File: config.mk
export PLATFORM = sky130hd
export DESIGN_NAME = vending_machine_multi
export DESIGN_NICKNAME = d
export VERILOG_FILES = /design/src/rtl/vending_machine_multi.sv
export SDC_FILE = /design/constraint.sdc
export NUM_CORES = 1
export LEC_CHECK = 0
export BUFFER_PORTS_ARGS = -buffer_cell sky130_fd_sc_hd__buf_2
export CAP_MARGIN = 30
export CORE_MARGIN = 8
export CORE_UTILIZATION = 52
export DETAILED_ROUTE_END_ITERATION = 10
export PLACE_DENSITY = 0.75
export SLEW_MARGIN = 10
export SYNTH_ARGS = -nofsm -noshare
export SYNTH_HDL_FRONTEND = slang
export SYNTH_SLANG_ARGS = --single-unit
File: constraint.sdc
create_clock -name clk -period 3.8 [get_ports clk]
set_clock_uncertainty 0.15 [all_clocks]
set_input_delay 0.19 -clock clk [delete_from_list [all_inputs] [get_ports clk]]
set_output_delay 0.19 -clock clk [all_outputs]
set_load 0.02 [all_outputs]
File: src/rtl/vending_machine_multi.sv
// Multi-product vending controller: coin credit, per-product price and stock,
// a one-cycle vend pulse followed by an optional one-cycle change pulse.
module vending_machine_multi #(
  parameter int                          N_PROD     = 4,
  parameter int                          SEL_W      = 3,
  parameter int                          CREDIT_W   = 6,
  parameter logic [N_PROD*CREDIT_W-1:0]  PRICES     = {6'd10, 6'd7, 6'd5, 6'd3},
  parameter int                          STOCK_W    = 4,
  parameter int                          STOCK_INIT = 5,
  parameter int                          MAX_CREDIT = 63
) (
  input  logic                clk,
  input  logic                rst,
  input  logic [2:0]          in,
  input  logic [SEL_W-1:0]    p,
  input  logic                cancel,
  output logic                out,
  output logic [SEL_W-1:0]    out_id,
  output logic [CREDIT_W-1:0] change,
  output logic                change_valid,
  output logic [CREDIT_W-1:0] credit,
  output logic                coin_reject,
  output logic                sold_out,
  output logic                busy
);

  typedef enum logic [1:0] {IDLE, COLLECT, VEND, CHANGE} state_t;

  localparam logic [CREDIT_W:0]  MAX_C  = (CREDIT_W+1)'(MAX_CREDIT);
  localparam logic [STOCK_W-1:0] S_INIT = STOCK_W'(STOCK_INIT);

  state_t              state, state_n;
  logic [CREDIT_W-1:0] residual, residual_n, credit_n, cred_upd;
  logic [STOCK_W-1:0]  stock [N_PROD];
  logic [N_PROD-1:0]   sel_mask, stock_dec;
  logic                sel_valid;
  logic [CREDIT_W-1:0] sel_price;
  logic [STOCK_W-1:0]  sel_stock;
  logic [CREDIT_W:0]   coin_val, sum;
  logic                coin_ok;
  logic                out_n, change_valid_n, coin_reject_n, sold_out_n;
  logic [SEL_W-1:0]    out_id_n;
  logic [CREDIT_W-1:0] change_n;

  always_comb begin
    coin_ok  = 1'b1;
    coin_val = '0;
    case (in)
      3'd1:    coin_val = (CREDIT_W+1)'(1);
      3'd2:    coin_val = (CREDIT_W+1)'(2);
      3'd3:    coin_val = (CREDIT_W+1)'(5);
      3'd4:    coin_val = (CREDIT_W+1)'(10);
      default: coin_ok  = 1'b0;
    endcase
    sum = {1'b0, credit} + coin_val;

    sel_valid = 1'b0;
    sel_price = '0;
    sel_stock = '0;
    for (int k = 0; k < N_PROD; k++) begin
      sel_mask[k] = (p == SEL_W'(k + 1));
      if (sel_mask[k]) begin
        sel_valid = 1'b1;
        sel_price = PRICES[k*CREDIT_W +: CREDIT_W];
        sel_stock = stock[k];
      end
    end
  end

  // NOTE: every signal gets a default before the case so no path leaves one
  // unassigned, which would otherwise infer a latch.
  always_comb begin
    state_n        = state;
    credit_n       = credit;
    residual_n     = residual;
    cred_upd       = credit;
    stock_dec      = '0;
    out_n          = 1'b0;
    out_id_n       = '0;
    change_n       = '0;
    change_valid_n = 1'b0;
    coin_reject_n  = 1'b0;
    sold_out_n     = 1'b0;
    case (state)
      IDLE, COLLECT: begin
        if (cancel && state == COLLECT) begin
          state_n        = CHANGE;
          change_n       = credit;
          change_valid_n = 1'b1;
          coin_reject_n  = (in != 3'd0);
        end else begin
          if (in != 3'd0) begin
            if (coin_ok && sum <= MAX_C) cred_upd = sum[CREDIT_W-1:0];
            else                         coin_reject_n = 1'b1;
          end
          credit_n = cred_upd;
          state_n  = (cred_upd != '0) ? COLLECT : IDLE;
          // The price is compared against the credit including this cycle's coin.
          if (sel_valid) begin
            if (sel_stock == '0) begin
              sold_out_n = 1'b1;
            end else if (cred_upd >= sel_price) begin
              state_n    = VEND;
              out_n      = 1'b1;
              out_id_n   = p;
              stock_dec  = sel_mask;
              residual_n = cred_upd - sel_price;
            end
          end
        end
      end
      VEND: begin
        coin_reject_n = (in != 3'd0);
        if (residual != '0) begin
          state_n        = CHANGE;
          change_n       = residual;
          change_valid_n = 1'b1;
        end else begin
          state_n  = IDLE;
          credit_n = '0;
        end
      end
      CHANGE: begin
        coin_reject_n = (in != 3'd0);
        state_n       = IDLE;
        credit_n      = '0;
      end
      default: state_n = IDLE;
    endcase
  end

  // NOTE: the stock array is reset along with the control state because a
  // reset must restore every product's count, not just the FSM.
  always_ff @(posedge clk) begin
    if (!rst) begin
      state        <= IDLE;
      credit       <= '0;
      residual     <= '0;
      out          <= 1'b0;
      out_id       <= '0;
      change       <= '0;
      change_valid <= 1'b0;
      coin_reject  <= 1'b0;
      sold_out     <= 1'b0;
      busy         <= 1'b0;
      for (int k = 0; k < N_PROD; k++) stock[k] <= S_INIT;
    end else begin
      state        <= state_n;
      credit       <= credit_n;
      residual     <= residual_n;
      out          <= out_n;
      out_id       <= out_id_n;
      change       <= change_n;
      change_valid <= change_valid_n;
      coin_reject  <= coin_reject_n;
      sold_out     <= sold_out_n;
      busy         <= (state_n == VEND) || (state_n == CHANGE);
      for (int k = 0; k < N_PROD; k++)
        if (stock_dec[k] && stock[k] != '0) stock[k] <= stock[k] - 1'b1;
    end
  end

endmodule

[After elaboration in Yosys (flattened, before gate mapping)]
Memories as Yosys holds them, arrays and structs flattened.
Index checks and enable logic that the tools add are counted.
Cells by class
  multipliers: 0
  divide/modulo/power cells: 0
  add/subtract/negate cells: 6
  muxes and demuxes: 62
  reduce and logical (&&, ||, !) cells: 24
  equal/unequal tests: 15
  bitwise gates (word level): 10
  $lt $le $gt $ge: 2
  shifts and indexed selects: 0
Operator list (number)
  $mux W6: 11
  $mux W4: 13
  $mux W1: 26
  $pmux W6 S3: 1
  $pmux W4 S4: 1
  $reduce_bool A4 Y1: 4
  $sub A4 B1 Y4 const B: 4
  $eq A3 B2 Y1 const B: 4
  $mux W2: 6
  $pmux W6 S2: 1
  $reduce_bool A6 Y1: 2
  $eq A2 B2 Y1 const B: 4
  $reduce_or A4 Y1: 2
  $add A6 B7 Y7: 1
  $le A7 B6 Y1 const B: 1
  $eq A3 B1 Y1 const B: 2
  $eq A3 B3 Y1 const B: 2
  $ge A6 B6 Y1: 1
  $logic_and A1 B1 Y1: 6
  $not A1 Y1: 6
  $pmux W2 S3: 1
  $reduce_or A6 Y1: 1
  $sub A6 B6 Y6: 1
  $reduce_and A5 Y1: 1
  other kinds (11): 17
Word-level totals
  word-level logic and storage cells: 130
  memory bits (writable): 16
  register bits after elaboration: 28
  memories: 1
  bits in read-only memories: 0
  input bits: 9
  latch bits: 0
  output and inout port bits: 20
Memory list
  stock: depth 4, bits a word 4, read ports 4, clocked after Yosys merged registers in 0, wr ports 4, line 34  | logic [STOCK_W-1:0] stock [N_PROD];

[Depth between registers and ports, before layout]
Gate-level depths: netlist of the first run.
  depth after elaboration: 20
  gate-level depth with buffers: 16
  gate-level depth less buffers: 15

[Least setup slack after synthesis of the first run]
Ideal clock, no wire load.
  kind: register -> register
  start point: reg credit[0]
  end point: mem stock[3][0], enable pin
  required time: 3277 ps
  period minus slack after synthesis: 4275 ps
  buffers on the path: 0
  setup time: 373 ps
  arrival time: 3752 ps
  cell stages (with the launch flop): 15
  path slack: -475 ps
  cell sequence: dfxtp_1 -> ha_1 -> fa_1 -> a211oi_1 -> o311ai_2 -> nor2_1 -> a21oi_1 -> ha_1 -> fa_1 -> nand2b_1 -> a21oi_1 -> nor2_1 -> a21oi_1 -> nand2_1 -> o31ai_1
RTL lines
  from (decl): line 21  | output logic [CREDIT_W-1:0] credit,
  from (signal assigned): line 149  | credit <= credit_n;
  to (decl): line 34

==> results.toml, run 1 <==
[global_routing]
antenna_found_initial = 0
track_usage = 0.161
first_global_vias = 2050
grt_max_degree = 25
grt_pass1_wl_mm = 9.40
overflow = 0

[synthesis]
ys.flop_type = "dfxtp_1"
synth_edf_count = 16
synth_xor_area_frac = 0.0354
synth_area_leaders = "dfxtp_1 (22%), edfxtp_1 (19%), ha_1 (6.1%)"
synth_top_family_by_area = "simple AND/OR/NAND/NOR gates"
ys_ff_latch = 43
netlist.area_leader.share = 0.218
synth_adder_area_share = 0.0768
syn_avg_cell_area_um2 = 9.52
ys_warn_count = 0
ys_types = 55
ys_seq_area_frac = 0.413
synth.area.mux_share = 0.0334
synth_cells = 260
synth_top_cell_by_area = "dfxtp_1"
syn-cell-area_mm2 = 0.00247
syn-num-nets = 283
ys_async_sr_fraction = 0
synthSimpleGateAreaFrac = 0.216
synth-compound-area-share = 0.186

[die]
dieArea_mm2 = 0.00722
ios = 29
dieWidth_um = 85.0
initial_utilization = 0.531
rows = 25
core_area_mm2 = 0.00466
die_h_um = 85.0

[setup_path]
cp-end-kind = "flop"
path_delay_family = "compound AO/OA/AOI/OAI gates"
critPathRequiredTime_ps = 3690
slowest_stage = "fa_2"
cp_common_cell = "a211oi_4"
crit_buf_inv = 1
crit_path_max_fanout = 5
worstSetupPathType = "flop to flop"
path_cells = "ha_4, fa_2, a211oi_4, o311ai_4, buf_4, mux2_2, ha_1, a41o_1, nor2_4, a211oi_4, nand2_1, or3_1"
cp-start-kind = "flop"
arrival_ps = 3610
max_stage_delay_ps = 410

[pwr]
power_density_mw_per_mm2 = 457
peakVddDrop_uv = 278
cellLeakagePower_uw = 0.00130
p_total_uw = 1390

[final_layout]
area_growth_pct = 23.1
antenna_cells = 0
mostFrequentLayoutCells = "buf_2 (28), dfxtp_1 (26), nor2_1 (25)"
final_common_cell = "buf_2"
drive_gt1_frac = 0.283
nFillCells = 388
final_cells = 368
fin_nets = 336

[drt]
drc = 0
post_drt_wl_per_cell_um = 15.3
drt_first_pass_iters = 5
viasPerCell = 5.52
vias = 2033
drt-initial-drc-count = 92
drt_wl_total_mm = 5.62
drtAntennaViolNets = 0

[job]
max-cap-violations = 0

[sta]
finalCritPeriodShare = 0.979
hold_viol_final = 0
max_freq_mhz = 269
setup_viol = 0
slew_headroom = 0.595
fin_crit_ps = 3720
drv_slew = 0
tightest_slew_ps = 607

[outcome]
status = "complete, no violations"

[cts]
insertion_delay_ps = 300
cts_buffers = 5
clockBufferDepth = 2
clockRootBuffer = "clkbuf_8"
cts_tree = "done"
clock-sinks = 43
path_clk_slew_ps = 90
cts_max_level = 2

[placement]
dp_hpwl_mm = 4.31
dp.cells = 353
routabilityCongestion = 0.982
port_buffers = 28

[hold_path]
hold_path.class = "input pin to flop"
==> metrics by stage <==
stage           util  area, um2  TNS [ps]  hold WS [ps]  setup WS [ps]
2_1_floorplan      -       2510         0           162           13.3
3_3_place_gp   0.604       2820         0           299           44.1
3_5_place_dp   0.604       2820      -750           304           -153
4_1_cts        0.632       2950         0          58.7           21.0
5_1_grt        0.654       3050      -217          55.9          -45.8
6_report       0.654       3050         0          56.1           81.3
==> cells by family (layout without fill, tap and decap cells) <==
logic type | Yosys count | in the layout
fa+ha+maj | 14 | 14
flops | 43 | 43
xor+xnor | 10 | 10
simple gates | 103 | 103
compound gates | 60 | 60
mux | 8 | 8
buf+inv | 22 | 76
==> synth_stat cells, types with 5 or more instances <==
| cell | n |
|---|---|
| dfxtp_1 | 27 |
| nor2_1 | 26 |
| nand2_1 | 24 |
| edfxtp_1 | 16 |
| inv_1 | 14 |
| nor2b_1 | 13 |
| ha_1 | 12 |
| a21oi_1 | 9 |
| xnor2_1 | 9 |
| a22oi_1 | 6 |
| and2_1 | 6 |
| mux2i_1 | 6 |
| o21ai_0 | 6 |
| nand3_1 | 5 |
| nor3_1 | 5 |
| o21a_1 | 5 |
==> sequential cells by signal (all words and copies together) (netlist names), 3 cells and up <==
| name | cells |
|---|---|
| residual | 6 |
| credit | 6 |
| change | 6 |
| stock | 16 |
| out_id | 3 |
==> timing repair <==
item	CTS	global route
hold endpoints to repair	1	0
setup endpoints to repair	4	15
gates cloned	0	0
resized for setup	1	11
hold buffers	1	0
pin swaps	0	8
buffers inserted	0	6
==> report_power, final <==
group / switching, uW / internal, uW / total [uW]
clock network: 162 / 196 / 357
logic: 263 / 214 / 477
registers: 34.7 / 524 / 559
==> layer usage <==
| metal | GRT usage | up-vias | routed length (um) |
|---|---|---|---|
| li1 | - | 1042 | - |
| met1 | 0.189 | 948 | 2540 |
| met2 | 0.281 | 36 | 2810 |
| met3 | 0.0338 | 7 | 185 |
| met4 | 0.0566 | 0 | 76 |
| met5 | 0 | - | 0 |
==> path summary, 6_finish.rpt <==
check,depth (start not counted),end,startpoint,slack (ps)
worst min-delay path,2,stock[3][2],p[2],60
worst min register to register,1,residual[0],residual[0],390
worst max register to register,12,stock[3][0],credit[0],80
worst max-delay path,12,stock[3][0],credit[0],80
==> final cells by class <==
cell class              count  area [um2]  area share
inverters                  14        52.6      0.0172
clock inverters             3        43.8      0.0144
well taps                  54        67.6      0.0222
multi-input cells         195        1450       0.476
clock buffers               5        68.8      0.0226
flip-flops and latches     43        1020       0.336
repair buffers             54         342       0.112
Note: power is estimated with default switching activity, not from simulation.
==> run 2: changes to the inputs <==
--- a/config.mk
+++ b/config.mk
@@ -7,6 +7,7 @@
 export LEC_CHECK = 0
 export BUFFER_PORTS_ARGS = -buffer_cell sky130_fd_sc_hd__buf_2
 export CAP_MARGIN = 30
+export CORE_ASPECT_RATIO = 1.1
 export CORE_MARGIN = 8
 export CORE_UTILIZATION = 52
 export DETAILED_ROUTE_END_ITERATION = 10
==> results.toml, run 2 (same netlist as run 1, synthesis figures left out) <==
[cts]
cts_max_level = 2
cts_tree = "done"
cts_buffers = 5
clockBufferDepth = 2
clockRootBuffer = "clkbuf_8"
insertion_delay_ps = 300
path_clk_slew_ps = 90
clock-sinks = 43

[setup_path]
cp-end-kind = "flop"
crit_path_max_fanout = 6
cp_common_cell = "fa_2"
slowest_stage = "fa_2"
arrival_ps = 3610
cp-start-kind = "flop"
worstSetupPathType = "flop to flop"
path_cells = "ha_4, fa_2, a211oi_4, o311ai_4, nor2_1, a21oi_1, ha_2, fa_2, nand2b_4, a21oi_4, nor2_4, a211oi_2, nand2_1, or3_1"
path_delay_family = "adder cells"
crit_buf_inv = 0
critPathRequiredTime_ps = 3690
max_stage_delay_ps = 410

[sta]
tightest_slew_ps = 682
setup-tns-final_ps = 0
finalCritPeriodShare = 0.980
setup_ws_ps = 75.8
max_freq_mhz = 269
hold_viol_final = 0
slew_headroom = 0.545
drv_slew = 0
grt_setup_unrepaired = "true"
setup_viol = 0
fin_crit_ps = 3720

[final_layout]
top_register = "stock"
multi_input_area_mm2 = 0.00144
area_growth_pct = 22.6
antenna_cells = 0
nFillCells = 390
drive_gt1_frac = 0.279
final_common_cell = "buf_2"
seqCellArea_mm2 = 0.00102
mostFrequentLayoutCells = "buf_2 (28), dfxtp_1 (26), buf_4 (26)"
fin_nets = 337
final_area_mm2 = 0.00303
largest_reg_flops = 16

[die]
dieWidth_um = 81.8
ios = 29
die_h_um = 88.4
initial_utilization = 0.536
dieArea_mm2 = 0.00723
core_area_mm2 = 0.00462
rows = 26

[drt]
viasPerCell = 5.51
drtAntennaViolNets = 0
drt_first_pass_iters = 4
post_drt_wl_per_cell_um = 15.4
drc = 0
vias = 2044
drt_wl_total_mm = 5.70
drt-initial-drc-count = 113

[outcome]
status = "complete, no violations"

[placement]
dp_hpwl_mm = 4.31
pre_cts_slack_ps = -54.2
port_buffers = 28
placed_area_mm2 = 0.00283
routabilityCongestion = 0.958

[global_routing]
overflow = 0
first_global_vias = 2121
track_usage = 0.167
grt_max_degree = 25
grt_pass1_wl_mm = 9.49
antenna_found_initial = 0

[pwr]
power_density_mw_per_mm2 = 449
cellLeakagePower_uw = 0.00130
peakVddDrop_uv = 299

[job]
max-cap-violations = 0

[hold_path]
hold_path.class = "input pin to flop"
## run 2: changes by cell type in the layout (fill, tap and decap cells not counted), sizes merged
cell / delta
clkbuf: +3
clkinv: -2
buf: +1
bufinv: -1
## run 2: final timing paths
kind / start / to / depth (start not counted) / slack (ps)
worst max-delay path: credit[0] / stock[3][0] / 14 / 80
worst min-delay path: p[0] / out_id[0] / 2 / 60
worst max register to register: credit[0] / stock[3][0] / 14 / 80
worst min register to register: residual[2] / residual[2] / 2 / 410
## run 2: what timing repair did
action                                  4_1_cts  5_1_grt
hold buffers                                  1        0
endpoints found under the setup margin        0       14
endpoints found under the hold margin         1        0
resized for setup                             0       10
buffers inserted                              0        6
## run 2: final cells by class
class | count | share of cell area
Inverter | 14 | 0.0173
Multi-Input combinational cell | 195 | 0.475
Sequential cell | 43 | 0.337
Tap cell | 56 | 0.0231
Clock buffer | 8 | 0.0334
Timing Repair Buffer | 55 | 0.114
## run 2: metal layers
layer,GRT usage,vias to the layer above,wire (um)
li1,-,1037,-
met4,0.0479,0,60
met3,0.0376,7,279
met2,0.304,43,2930
met1,0.188,957,2430
met5,0,-,0
## run 2: power by group
part	total [uW]	switching (uW)	internal (uW)
registers	559	35.4	524
clock network	328	157	170
logic	474	261	214
## run 2: stage by stage
step	hold slack, ps	util	total power, uW	std cells
after floorplan	162	-	865	260
after global placement	298	0.612	987	356
after CTS	61.5	0.636	1320	365
final	64.0	0.657	1360	371
after detailed placement	298	0.612	993	356
after global routing	77.1	0.657	1430	371
==> run 3: changes to the inputs <==
==> constraint.sdc (replaced) <==
create_clock -name clk -period 3.8 [get_ports clk]
set_clock_uncertainty 0.15 [all_clocks]
set_input_delay 0.19 -clock clk [delete_from_list [all_inputs] [get_ports clk]]
set_output_delay 0.19 -clock clk [all_outputs]
set_load 0.1 [all_outputs]
==> results.toml, run 3 (same netlist as run 1, synthesis figures left out) <==
[outcome]
status = "complete, no violations"

[sta]
setup_viol = 0
max_freq_mhz = 268
finalCritPeriodShare = 0.984
tightest_slew_ps = 586
setup-tns-final_ps = 0
fin_crit_ps = 3740
grt_setup_unrepaired = "true"
slew_headroom = 0.609
drv_slew = 0
setup_ws_ps = 62.6
hold_viol_final = 0

[die]
core_area_mm2 = 0.00462
initial_utilization = 0.536
rows = 26
ios = 29
die_h_um = 88.4
dieArea_mm2 = 0.00723
dieWidth_um = 81.8

[drt]
viasPerCell = 5.62
post_drt_wl_per_cell_um = 14.9
vias = 2019
drc = 0
drtAntennaViolNets = 0
drt_wl_total_mm = 5.35
drt_first_pass_iters = 4
drt-initial-drc-count = 79

[setup_path]
max_stage_delay_ps = 410
cp-end-kind = "flop"
crit_path_max_fanout = 6
critPathRequiredTime_ps = 3600
cp-start-kind = "flop"
slowest_stage = "o31ai_2"
arrival_ps = 3540
path_cells = "ha_4, fa_2, a211oi_4, o311ai_4, nor2_1, a21oi_1, ha_2, fa_2, nand2b_1, a21oi_2, nor2_2, a21oi_1, nand2_1, o31ai_2"
worstSetupPathType = "flop to flop"

[cts]
cts_max_level = 2
cts_buffers = 5
clockBufferDepth = 2
cts_tree = "done"
insertion_delay_ps = 290
clock-sinks = 43
path_clk_slew_ps = 80
holdBufCountCts = 0
clockRootBuffer = "clkbuf_8"

[final_layout]
area_growth_pct = 19.5
drive_gt1_frac = 0.274
largest_reg_flops = 16
mostFrequentLayoutCells = "buf_2 (28), nor2_1 (25), nand2_1 (21), dfxtp_1 (21), edfxtp_1 (16)"
seqCellArea_mm2 = 0.00104
final_common_cell = "buf_2"
fin_nets = 325
final_util = 0.640
multi_input_area_mm2 = 0.00142
antenna_cells = 0
nFillCells = 386
top_register = "stock"

[global_routing]
grt_pass1_wl_mm = 8.74
overflow = 0
first_global_vias = 1946
track_usage = 0.152
antenna_found_initial = 0
grt_max_degree = 25

[pwr]
cellLeakagePower_uw = 0.00125
switching_power_uw = 557
internal_power_uw = 923
seq_power_share = 0.382
p_clk_frac = 0.243
sw_frac_of_total = 0.376
power_density_mw_per_mm2 = 501
pwr-share-comb = 0.375
p_total_uw = 1480
peakVddDrop_uv = 473

[placement]
dp_hpwl_mm = 4.20
port_buffers = 28
routabilityCongestion = 0.980
pre_cts_slack_ps = -38.6

[job]
max-cap-violations = 0

[hold_path]
hold_path.class = "input pin to flop"
-- run 3: cell types whose count changed in the layout (fill, tap and decap cells not counted), sizes merged --
cell         previous run  this run
buf                    54        43
dlygate4sd3             1         0
-- run 3: critical path, delay by kind of cell, from the launching register on --
| kind | cells | cell delay (ps) |
|---|---|---|
| adder cells (fa/ha/maj) | 4 | 1070 |
| AND/OR/NAND/NOR | 4 | 510 |
| AO/OA/AOI/OAI | 6 | 1290 |
| flip-flops | 1 | 360 |
-- run 3: worst paths after layout --
| kind | start | endpoint | slack (ps) | depth (start not counted) |
|---|---|---|---|---|
| min reg2reg | credit[2] | credit[2] | 390 | 1 |
| max reg2reg | credit[0] | stock[3][0] | 60 | 14 |
| min | p[1] | out_id[1] | 20 | 2 |
| max | credit[0] | stock[3][0] | 60 | 14 |
-- run 3: timing repair --
item / in CTS / in global routing
resized for setup: 0 / 2
endpoints found under the setup margin: 0 / 10
hold endpoints to repair: 0 / 0
setup buffers: 0 / 2
-- run 3: cell type report --
cell class / instances / area share
Sequential cell: 43 / 0.350
Multi-Input combinational cell: 195 / 0.481
Inverter: 14 / 0.0178
Tap cell: 56 / 0.0237
Clock buffer: 8 / 0.0415
Timing Repair Buffer: 43 / 0.0855
-- run 3: layer usage --
layer / vias to the layer above / wire length (um) / GRT usage
met2: 39 / 2750 / 0.267
met4: 0 / 59 / 0.0415
met1: 958 / 2300 / 0.179
li1: 1015 / - / -
met5: - / 0 / 0
met3: 7 / 244 / 0.0376
-- run 3: stage by stage --
stage | hold WS, ps | area, um2 | instances
2_1_floorplan | 162 | 2550 | 260
3_3_place_gp | 297 | 2810 | 349
3_5_place_dp | 310 | 2810 | 349
4_1_cts | 19.9 | 2930 | 357
5_1_grt | 42.9 | 2960 | 359
6_report | 18.1 | 2960 | 359
-- run 3: power by group through the flow --
| stage | combinational, uW | clock [uW] | sequential [uW] |
|---|---|---|---|
| floorplan | 279 | 0 | 716 |
| global placement | 537 | 0 | 574 |
| detailed placement | 540 | 0 | 575 |
| CTS | 542 | 371 | 565 |
| global route | 598 | 385 | 572 |
| finish | 555 | 360 | 565 |
